File: config.mk
export PLATFORM = sky130hd
export DESIGN_NAME = breath_ramp_sequencer
export DESIGN_NICKNAME = d
export VERILOG_FILES = /design/src/rtl/breath_ramp_sequencer.sv
export SDC_FILE = /design/constraint.sdc
export NUM_CORES = 1
export LEC_CHECK = 0
export ABC_CLOCK_PERIOD_IN_PS = 3330
export CAP_MARGIN = 20
export CORE_UTILIZATION = 57
export CTS_CLUSTER_DIAMETER = 60
export DETAILED_ROUTE_END_ITERATION = 8
export GPL_TIMING_DRIVEN = 1
export PLACE_DENSITY_LB_ADDON = 0.25
export SYNTH_ARGS = -nofsm -noshare
export SYNTH_HDL_FRONTEND = slang
export SYNTH_SLANG_ARGS = --single-unit
File: constraint.sdc
create_clock -name clk -period 3.33 [get_ports clk]
set_input_delay 0.4995 -clock clk [delete_from_list [all_inputs] [get_ports clk]]
set_output_delay 0.4995 -clock clk [all_outputs]
set_load 0.005 [all_outputs]
File: src/rtl/breath_ramp_sequencer.sv
// Breath envelope sequencer: steps a rise/hold-high/fall/hold-low duty ramp once per PWM period.
// Latency: update 1 clk after period_end; 2 clk with BREATH_RAMP_SEQUENCER_GAMMA_EN (square-law duty).
// Backpressure: none; the PWM generator loads duty on every update strobe.
module breath_ramp_sequencer #(
    parameter int WIDTH   = 17,
    parameter int PEAK    = 46875,
    parameter int STEP    = 183,
    parameter int HOLD_HI = 0,
    parameter int HOLD_LO = 0
) (
    input  logic             clk,
    input  logic             reset_n,
    input  logic             enable,
    input  logic             period_end,
    output logic [WIDTH-1:0] duty,
    output logic             update,
    output logic [2:0]       phase,
    output logic             cycle_done
);

    typedef enum logic [2:0] {
        S_IDLE    = 3'd0,
        S_RISE    = 3'd1,
        S_HOLD_HI = 3'd2,
        S_FALL    = 3'd3,
        S_HOLD_LO = 3'd4
    } state_t;

    if (STEP < 1 || PEAK < 1 || $clog2(PEAK + 1) > WIDTH) begin : g_param_check
        $error("breath_ramp_sequencer: PEAK must fit in WIDTH bits and STEP must be nonzero");
    end

    // A step larger than PEAK behaves exactly like a step of PEAK, and keeps sums in WIDTH+1 bits.
    localparam int STEP_EFF = (STEP > PEAK) ? PEAK : STEP;
    localparam int HOLD_MAX = (HOLD_HI > HOLD_LO) ? HOLD_HI : HOLD_LO;
    localparam int CW       = (HOLD_MAX > 0) ? $clog2(HOLD_MAX + 1) : 1;

    localparam logic [WIDTH-1:0] PEAK_W   = WIDTH'(PEAK);
    localparam logic [WIDTH:0]   PEAK_X   = (WIDTH + 1)'(PEAK);
    localparam logic [WIDTH-1:0] STEP_W   = WIDTH'(STEP_EFF);
    localparam logic [CW-1:0]    HOLD_HI_C = CW'(HOLD_HI);
    localparam logic [CW-1:0]    HOLD_LO_C = CW'(HOLD_LO);

    state_t           state_q, state_d;
    logic [WIDTH-1:0] ramp_q, ramp_d;
    logic [CW-1:0]    hold_q, hold_d;
    logic             upd_q, upd_d;
    logic             done_q, done_d;

    logic [WIDTH:0]   rise_sum;
    logic [WIDTH-1:0] rise_val;
    logic [WIDTH-1:0] fall_val;
    logic             go_rise, go_fall;

    assign rise_sum = {1'b0, ramp_q} + {1'b0, STEP_W};
    assign rise_val = (rise_sum >= PEAK_X) ? PEAK_W : rise_sum[WIDTH-1:0];
    assign fall_val = (ramp_q >= STEP_W) ? (ramp_q - STEP_W) : '0;

    always_comb begin
        state_d = state_q;
        ramp_d  = ramp_q;
        hold_d  = hold_q;
        upd_d   = 1'b0;
        done_d  = 1'b0;
        go_rise = 1'b0;
        go_fall = 1'b0;
        if (period_end) begin
            if (!enable) begin
                if (state_q != S_IDLE) begin
                    state_d = S_IDLE;
                    ramp_d  = '0;
                    hold_d  = '0;
                    upd_d   = 1'b1;
                end
            end else begin
                upd_d = 1'b1;
                case (state_q)
                    S_IDLE, S_RISE: go_rise = 1'b1;
                    S_HOLD_HI: begin
                        if (hold_q == HOLD_HI_C) go_fall = 1'b1;
                        else                     hold_d  = hold_q + 1'b1;
                    end
                    S_FALL: go_fall = 1'b1;
                    S_HOLD_LO: begin
                        if (hold_q == HOLD_LO_C) go_rise = 1'b1;
                        else                     hold_d  = hold_q + 1'b1;
                    end
                    default: begin
                        state_d = S_IDLE;
                        ramp_d  = '0;
                        hold_d  = '0;
                    end
                endcase
                // Leaving a hold counts as the first step of the next slope.
                if (go_rise) begin
                    ramp_d  = rise_val;
                    hold_d  = '0;
                    state_d = S_RISE;
                    if (rise_val == PEAK_W) state_d = (HOLD_HI > 0) ? S_HOLD_HI : S_FALL;
                end
                if (go_fall) begin
                    ramp_d  = fall_val;
                    hold_d  = '0;
                    state_d = S_FALL;
                    if (fall_val == '0) begin
                        done_d  = 1'b1;
                        state_d = (HOLD_LO > 0) ? S_HOLD_LO : S_RISE;
                    end
                end
            end
        end
    end

    always_ff @(posedge clk or negedge reset_n) begin
        if (!reset_n) begin
            state_q <= S_IDLE;
            ramp_q  <= '0;
            hold_q  <= '0;
            upd_q   <= 1'b0;
            done_q  <= 1'b0;
        end else begin
            state_q <= state_d;
            ramp_q  <= ramp_d;
            hold_q  <= hold_d;
            upd_q   <= upd_d;
            done_q  <= done_d;
        end
    end

    assign phase = state_q;

`ifdef BREATH_RAMP_SEQUENCER_GAMMA_EN
    localparam int            PW     = 2 * WIDTH + 33;
    localparam logic [32:0]   GSCALE = 33'((64'd1 << 32) / PEAK);

    logic [PW-1:0]    gamma_prod;
    logic [WIDTH-1:0] duty_g;
    logic             upd_g, done_g;

    assign gamma_prod = PW'(ramp_q) * PW'(ramp_q) * PW'(GSCALE);

    // Extra stage keeps update and cycle_done aligned with the corrected duty.
    always_ff @(posedge clk or negedge reset_n) begin
        if (!reset_n) begin
            duty_g <= '0;
            upd_g  <= 1'b0;
            done_g <= 1'b0;
        end else begin
            duty_g <= WIDTH'(gamma_prod >> 32);
            upd_g  <= upd_q;
            done_g <= done_q;
        end
    end

    assign duty       = duty_g;
    assign update     = upd_g;
    assign cycle_done = done_g;
`else
    assign duty       = ramp_q;
    assign update     = upd_q;
    assign cycle_done = done_q;
`endif

endmodule

# After elaboration in Yosys (flattened, before gate mapping)
# Index checks and enable logic that the tools add are counted.
[totals] reg_bits=23 in_bits=4 out_inout_bits=22 word_cells=61
[op_classes] addsub=3 magnitude_cmp=2 n_eq_ne=7 muxes=34 reduce_logical=10
[op_table] cell="2-to-1 mux 17 bit" count=7
[op_table] cell="adder 17 x 8 -> 18 bit (second input constant)" count=1
[op_table] cell="greater-or-equal comparator 18 x 16 -> 1 bit (second input constant)" count=1
[op_table] cell="== test 17 x 16 -> 1 bit (second input constant)" count=1
[op_table] cell="greater-or-equal comparator 17 x 8 -> 1 bit (second input constant)" count=1
[op_table] cell="logical NOT 17 bit" count=1
[op_table] cell="2-to-1 mux 1 bit" count=17
[op_table] cell="subtractor 17 x 8 -> 17 bit (second input constant)" count=1
[op_table] cell="2-to-1 mux 3 bit" count=5
[op_table] cell="inequality test 4 x 2 -> 1 bit (second input constant)" count=2
[op_table] cell="== test 3 x 2 -> 1 bit (second input constant)" count=2
[op_table] cell="one-hot mux 1 bit (2 select lines)" count=3
[op_table] cell="AND reduction 3 bit" count=2
[op_table] cell="OR reduction 5 bit" count=1
[op_table] cell="2-to-1 mux 2 bit" count=2
[op_table] cell="OR reduction 2 bit" count=2
[op_table] cell="== test 3 x 1 -> 1 bit (second input constant)" count=1
[op_table] cell="== test 3 bit (second input constant)" count=1
[op_table] cell="logical NOT 3 bit" count=1
[op_table] cell="nonzero test 3 bit" count=1
[op_table] cell="OR reduction 3 bit" count=1
[op_table] cell="nonzero test 2 bit" count=1
[op_table] cell="adder 1 bit (second input constant)" count=1

# Logic depth before layout (Yosys ltp)
# Gate-level depths: netlist (run 1).
[depth] ltp_word=8 mapped_depth=11 mapped_depth_nobuf=9

# Worst setup path after synthesis (run 1)
# Ideal clock, no wire load.
[synth_path] path_kind="register to register" from="register ramp_q[0] (netlist: duty[0])" to="register ramp_q[1] (netlist: duty[1])" setup_time_ns=0.121 t_arrival_ns=2.827 required_time_ns=3.209 setup_slack_ns=0.382 stages_incl_launch_ff=12 path_buffers=2 period_less_slack_ns=2.948 cell_sequence="dfrtp_1 clkbuf_1 inv_1 ha_1 nand2b_1 a311oi_4 and4b_1 mux2_4 nor3b_4 buf_6 nand4_1 a22o_1"
[synth_between] elab_chain_len=6 word_cells_on_any_way=9 cone_classes="add/sub (2); order compare (2); mux (5)"
[synth_rtl] element="from (decl)" line="45" rtl="logic [WIDTH-1:0] ramp_q, ramp_d;"
[synth_rtl] element="from (signal assigned)" line="123" rtl="ramp_q <= ramp_d;"
[synth_rtl] element="adder 17 x 8 -> 18 bit" line="55" rtl="assign rise_sum = {1'b0, ramp_q} + {1'b0, STEP_W};"
[synth_rtl] element="greater-or-equal comparator 18 x 16 -> 1 bit" line="56" rtl="assign rise_val = (rise_sum >= PEAK_X) ? PEAK_W : rise_sum[WIDTH-1:0];"
[synth_rtl] element="2-to-1 mux 17 bit" line="56"
[synth_rtl] element="2-to-1 mux 17 bit" line="95" rtl="if (go_rise) begin"
[synth_rtl] element="2-to-1 mux 17 bit *" line="101" rtl="if (go_fall) begin"
[synth_rtl] element="2-to-1 mux 17 bit *" line="68" rtl="if (!enable) begin"
# Every way passes the cells marked *; elsewhere a longest branch is shown, timed or not.
# A chain may end at the register's enable or synchronous reset.

# Final worst setup path (run 1)
[layout_path] from="register ramp_q[0] (netlist: duty[0])" to="register ramp_q[3] (netlist: duty[3])"
# Same word-level chain as after synthesis.

==> impl_metrics.toml, run 1 <==
[placed_design]
dp_cells = 345
place_area_um2 = 2460
dp_hpwl_um = 4500
port_buffers = 24
place.gp.congestion = 1.05

[floorplan]
io_pins = 26
die_h_um = 63.5
rows = 21
core_um2 = 3470
start_util_pct = 62.2
die-area_um2 = 4030
die_w_um = 63.5

[critical_path]
cp_data_required_time_ns = 3.49
end_kind = "flop"
critPathLaunchType = "flop"
arrival_ns = 3.21
worst-path-max-fanout = 17
path_class = "reg -> reg"

[synth]
yosysWarningCount = 0
async_flop_share_pct = 100
synth-seq-cells = 21
syn_inst = 285
avgSynthCellArea_um2 = 7.57
synth_ff_type = "dfrtp_1"
syn_nets = 292
synth_cell_type_count = 60
synth_area_um2 = 2160
synth-edff-count = 0
ys_seq_area_share_pct = 24.4

[cells_and_area]
area_delta_synth_final_pct = 16.8
drive_gt1_share_pct = 10.2
diodes = 0
multiInputGateArea_um2 = 1470
nets = 312
fin_area_um2 = 2520
fillers = 299
instances_no_fill = 350
final_util_pct = 72.7
seq_area_um2 = 526

[timing]
rsz0062_at_grt = "no"
setup_tns_ns = 0
skew_ns = 0.00451
slew_headroom_pct = 23.6
finalCritPeriodShare_pct = 91.7
setup_violations = 0
hold_violations = 0
worst_pin_slew_ns = 1.14
finalCriticalPeriod_ns = 3.05
max_freq_ghz = 0.327
slew_violations = 0

[global_routing]
first_global_vias = 2172
antenna_found_initial = 0
grt_max_degree = 22
grt_pass1_wl_um = 10700
grtUsageTotal_pct = 34.0
grt_overflow = 0

[clock_network]
cts_tree = "yes"
cts.reportedPaths.clkPinSlew_ns = 0.09
cts-root-buf = "clkbuf_8"
holdBufCountCts = 0
cts_setup_buffers = 0
cts_resized = 0
clkLatencyLatePin_ns = 0.28
clock-sinks = 21
htreeDepth = 1
cts_made_buffers = 3
cts_buffer_depth = 2

[detailed_routing]
dr.first_iter.drc_count = 341
via_count = 2370
wire_per_inst_um = 18.3
drc = 0
viasPerCell = 6.77
ant_nets = 0
finalWirelength_um = 6420
first_pass_iters = 6

[power]
p_leak_uw = 0.00103
power_density_nw_per_um2 = 959
power_uw = 2420
ir_worst_vdd_v = 0.000534

[flow_run]
drv_cap = 0

[min_path]
min_path_type = "in -> async"

[run_status]
status = "complete, no violations"
[layout by cell type, fill, tap and decap left out, types with 2 or more instances in the layout]
cell and instances:
a211o_1 4, a21o_1 2, a21oi_1 16, a22oi_1 3, a2bb2oi_1 2, a31oi_1 13
a32oi_1 3, and2_1 2, and3_1 4, and4_1 3, buf_4 17, clkbuf_8 3
clkdlybuf4s50_1 24, dfrtp_1 21, ha_1 3, inv_1 8, nand2_1 23, nand2b_1 4
nand3_1 12, nand4_1 6, nor2_1 21, nor2b_1 3, nor3_1 14, nor4_1 4
o2111ai_1 2, o21a_1 3, o21ai_0 17, o311ai_0 3, o311ai_1 2, o31a_1 3
o31ai_1 8, or2_2 4, or3_1 4, or4_1 3, xnor2_1 9, xor2_1 7
[metrics by stage]
stage,setup WS (ns),hold WS (ns)
floorplan,0.382,0.204
detailed placement,0.330,0.559
global route,0.0707,0.588
CTS,0.317,0.570
finish,0.275,0.556
global placement,0.471,0.547
[worst max-delay path, cell delays in order, from the launching register on]
cell,delay (ns)
dfrtp_1,0.39
inv_1,0.10
ha_1,0.23
nand2b_1,0.19
a311oi_4,0.53
and4b_1,0.27
mux2_4,0.33
nor3b_4,0.19
buf_4,0.26
a31oi_1,0.11
or3_1,0.33
[cells by family (layout without fill, tap and decap cells)]
group	count (synthesis)	in the layout	synth area share (%)
compound gates	94	94	31.3
xor+xnor	16	16	6.50
fa+ha+maj	3	3	1.74
buf+inv	36	55	7.31
flops	21	21	24.4
mux	1	1	0.696
other cells	1	1	0.174
simple gates	113	113	27.9
[final cells by class]
type	count	area share (%)
Clock buffer	3	1.64
Clock inverter	1	0.199
Inverter	9	1.34
Multi-Input combinational cell	228	58.5
Sequential cell	21	20.9
Tap cell	46	2.28
Timing Repair Buffer	42	15.2
[final timing paths]
kind	start	endpoint	slack [ns]	cells after the start
max	duty[0]$_DFFE_PN0P_	duty[3]$_DFFE_PN0P_	0.28	10
min	reset_n	duty[4]$_DFFE_PN0P_	0.56	1
max reg2reg	duty[0]$_DFFE_PN0P_	duty[3]$_DFFE_PN0P_	0.28	10
min reg2reg	phase[0]$_DFFE_PN0P_	phase[0]$_DFFE_PN0P_	0.57	2
max in group asynchronous	reset_n	duty[9]$_DFFE_PN0P_	2.30	2
min in group clk	phase[0]$_DFFE_PN0P_	phase[0]$_DFFE_PN0P_	0.57	2
[Yosys cell counts, types with 2 or more instances]
master	n	area, µm²
clkbuf_1	20	75.1
a21o_1	2	15.0
buf_2	3	15.0
nor4_1	4	25.0
or4_1	3	22.5
xnor2_1	9	78.8
o21ai_0	17	85.1
and2_1	2	12.5
o311ai_0	3	26.3
xor2_1	7	61.3
o31ai_1	8	60.1
nand4_1	6	37.5
and3_1	4	25.0
buf_6	2	22.5
or2_2	4	25.0
and4_1	3	26.3
a31oi_1	13	81.3
nor2_1	21	78.8
a21oi_1	16	80.1
nor3_1	14	70.1
o311ai_1	2	17.5
nor2b_1	3	18.8
nand3_1	12	60.1
o2111ai_1	2	17.5
o21a_1	3	22.5
inv_1	8	30.0
or3_1	4	25.0
nand2_1	23	86.3
a211o_1	4	35.0
a22oi_1	3	22.5
a2bb2oi_1	2	17.5
ha_1	3	37.5
dfrtp_1	21	526
nand2b_1	4	25.0
a32oi_1	3	26.3
o31a_1	3	26.3
[state kept, by name, summed over array words and instances (netlist names)]
signal      count
cycle_done      1
update          1
duty           17
phase           2
[report_power, final]
| part | leakage (µW) | switching [µW] | internal, µW | total (µW) |
|---|---|---|---|---|
| Sequential | 0.000270 | 216 | 349 | 565 |
| Combinational | 0.000733 | 916 | 753 | 1670 |
| Clock | 0.0000255 | 97.8 | 84.0 | 182 |
[per-layer routing]
metal	track usage, %	wire length [µm]
met1	44.7	2660
met5	0	0
met3	5.98	614
met2	51.3	2940
met4	20.7	200
Power figures use the tool's default switching activity.
==> run 2: changes to the inputs <==
Settings changed: PLACE_DENSITY_LB_ADDON 0.25 to 0.2, REMOVE_ABC_BUFFERS set to 1.
==> run 2 against run 1 <==
  * Critical path type unchanged
  * Maximum frequency rose by 2.7%
  * Die area did not move
  * Via count rose by 1.5%
  * Count of clock-buffer cells in the layout did not move
  * Utilization rose by 0.14 points
  * Power rose by 0.68%
  * Hold slack got worse by 0.13 ns
  * Global-route usage rose by 0.38 points
  * Setup slack improved by 0.082 ns
==> impl_metrics.toml, run 2 (synthesis gave the netlist of run 1 again) <==
[power]
ir_worst_vdd_v = 0.000544
power_density_nw_per_um2 = 963
p_leak_uw = 0.00103
power_uw = 2430

[critical_path]
path_class = "reg -> reg"
end_kind = "flop"
cp_data_required_time_ns = 3.48
max_stage_delay_ns = 0.46
critPathLaunchType = "flop"
arrival_ns = 3.13
rr_worst_depth = 10
crit_slowest_cell = "a311oi_4"
crit_chain = "inv_1 > ha_1 > nand2b_1 > a311oi_4 > and4b_1 > mux2_4 > nor3b_4 > buf_4 > a31oi_1 > or3_1"
worst-path-max-fanout = 17

[detailed_routing]
ant_nets = 0
via_count = 2406
wire_per_inst_um = 18.9
viasPerCell = 6.89
dr.first_iter.drc_count = 153
first_pass_iters = 7
finalWirelength_um = 6600
drc = 0

[flow_run]
drv_cap = 0

[timing]
slew_headroom_pct = 52.8
holdWs_ns = 0.427
fin_ws_ns = 0.357
max_freq_ghz = 0.336
worst_pin_slew_ns = 0.705
finalCriticalPeriod_ns = 2.97
hold_violations = 0
setup_tns_ns = 0
finalCritPeriodShare_pct = 89.3
slew_violations = 0
skew_ns = 0.00234
setup_violations = 0
rsz0062_at_grt = "no"

[placed_design]
pre_cts_ws_ns = 0.442
place.gp.congestion = 0.933
dp_hpwl_um = 4450
port_buffers = 24

[global_routing]
antenna_found_initial = 0
grtUsageTotal_pct = 34.4
grt_max_degree = 22
grt_overflow = 0
first_global_vias = 2233
grt_pass1_wl_um = 10800

[cells_and_area]
largest_register_ffs = 17
diodes = 0
layout_common_cells = "clkdlybuf4s50_1, nand2_1, nor2_1, dfrtp_1, o21ai_0"
fillers = 294
area_delta_synth_final_pct = 17.1
drive_gt1_share_pct = 9.90
final_common_cell = "clkdlybuf4s50_1"
nets = 311

[clock_network]
clock-sinks = 21
cts_tree = "yes"
cts_setup_buffers = 0
cts_resized = 0
htreeDepth = 1
cts-root-buf = "clkbuf_8"
holdBufCountCts = 0
clkLatencyLatePin_ns = 0.27
cts.reportedPaths.clkPinSlew_ns = 0.08
cts_buffer_depth = 2
cts_made_buffers = 3

[floorplan]
start_util_pct = 62.2
core_um2 = 3470
rows = 21
io_pins = 26
die_w_um = 63.5
die-area_um2 = 4030
die_h_um = 63.5

[min_path]
min_path_type = "in -> async"

[run_status]
status = "complete, no violations"
run 2: cell count changes in the layout (fill, tap and decap cells not counted):
cell    before  now
buf_16       0    1
buf_4       17   16
buf_8        1    0
run 2: path summary, 6_finish.rpt:
| check | from | to | slack (ns) |
|---|---|---|---|
| max in group asynchronous | reset_n | phase[1]$_DFFE_PN0P_ | 2.55 |
| worst max-delay path | duty[0]$_DFFE_PN0P_ | duty[3]$_DFFE_PN0P_ | 0.36 |
| min in group clk | phase[0]$_DFFE_PN0P_ | phase[0]$_DFFE_PN0P_ | 0.57 |
| worst min-delay path | reset_n | duty[5]$_DFFE_PN0P_ | 0.43 |
| worst max register to register | duty[0]$_DFFE_PN0P_ | duty[3]$_DFFE_PN0P_ | 0.36 |
| worst min register to register | phase[0]$_DFFE_PN0P_ | phase[0]$_DFFE_PN0P_ | 0.57 |
run 2: area by class of cell:
| type | instances | area, µm² | share of cell area (%) |
|---|---|---|---|
| well taps | 46 | 57.6 | 2.28 |
| flip-flops and latches | 21 | 526 | 20.8 |
| clock buffers | 3 | 41.3 | 1.64 |
| repair buffers | 41 | 388 | 15.4 |
| multi-input cells | 228 | 1470 | 58.4 |
| clock inverters | 1 | 5.00 | 0.198 |
| inverters | 9 | 33.8 | 1.34 |
run 2: per-layer routing:
metal  share of wire (%)  up-vias  GRT usage, %
li1                    -     1106             -
met1                  41     1130          44.9
met2                  46      141          54.7
met3                 8.8       29          4.35
met4                 4.1        0          18.5
met5                   0        -             0
run 2: critical path: cells and delay by family (launching register included):
| family | cells | cell delay [ns] |
|---|---|---|
| mux | 1 | 0.33 |
| fa+ha+maj | 1 | 0.24 |
| compound gates | 2 | 0.56 |
| simple gates | 4 | 0.97 |
| buf+inv | 2 | 0.36 |
| flops | 1 | 0.40 |
run 2: per-stage QoR:
stage | cell area (µm²) | utilization [%] | cells
2_1_floorplan | 2030 | - | 258
3_3_place_gp | 2450 | 70.7 | 344
3_5_place_dp | 2450 | 70.7 | 344
4_1_cts | 2500 | 72.0 | 348
5_1_grt | 2520 | 72.8 | 349
6_report | 2520 | 72.8 | 349
run 2: report_power, final:
part	total [µW]	switching, µW	internal (µW)
Combinational	1660	913	752
Clock	177	93.1	83.7
Sequential	591	243	348
==> run 3: changes to the inputs <==
Settings changed: ABC_AREA set to 0.
==> results of run 3 <==
Same layout as run 2: the final DEF is identical, and so are final timing and power.
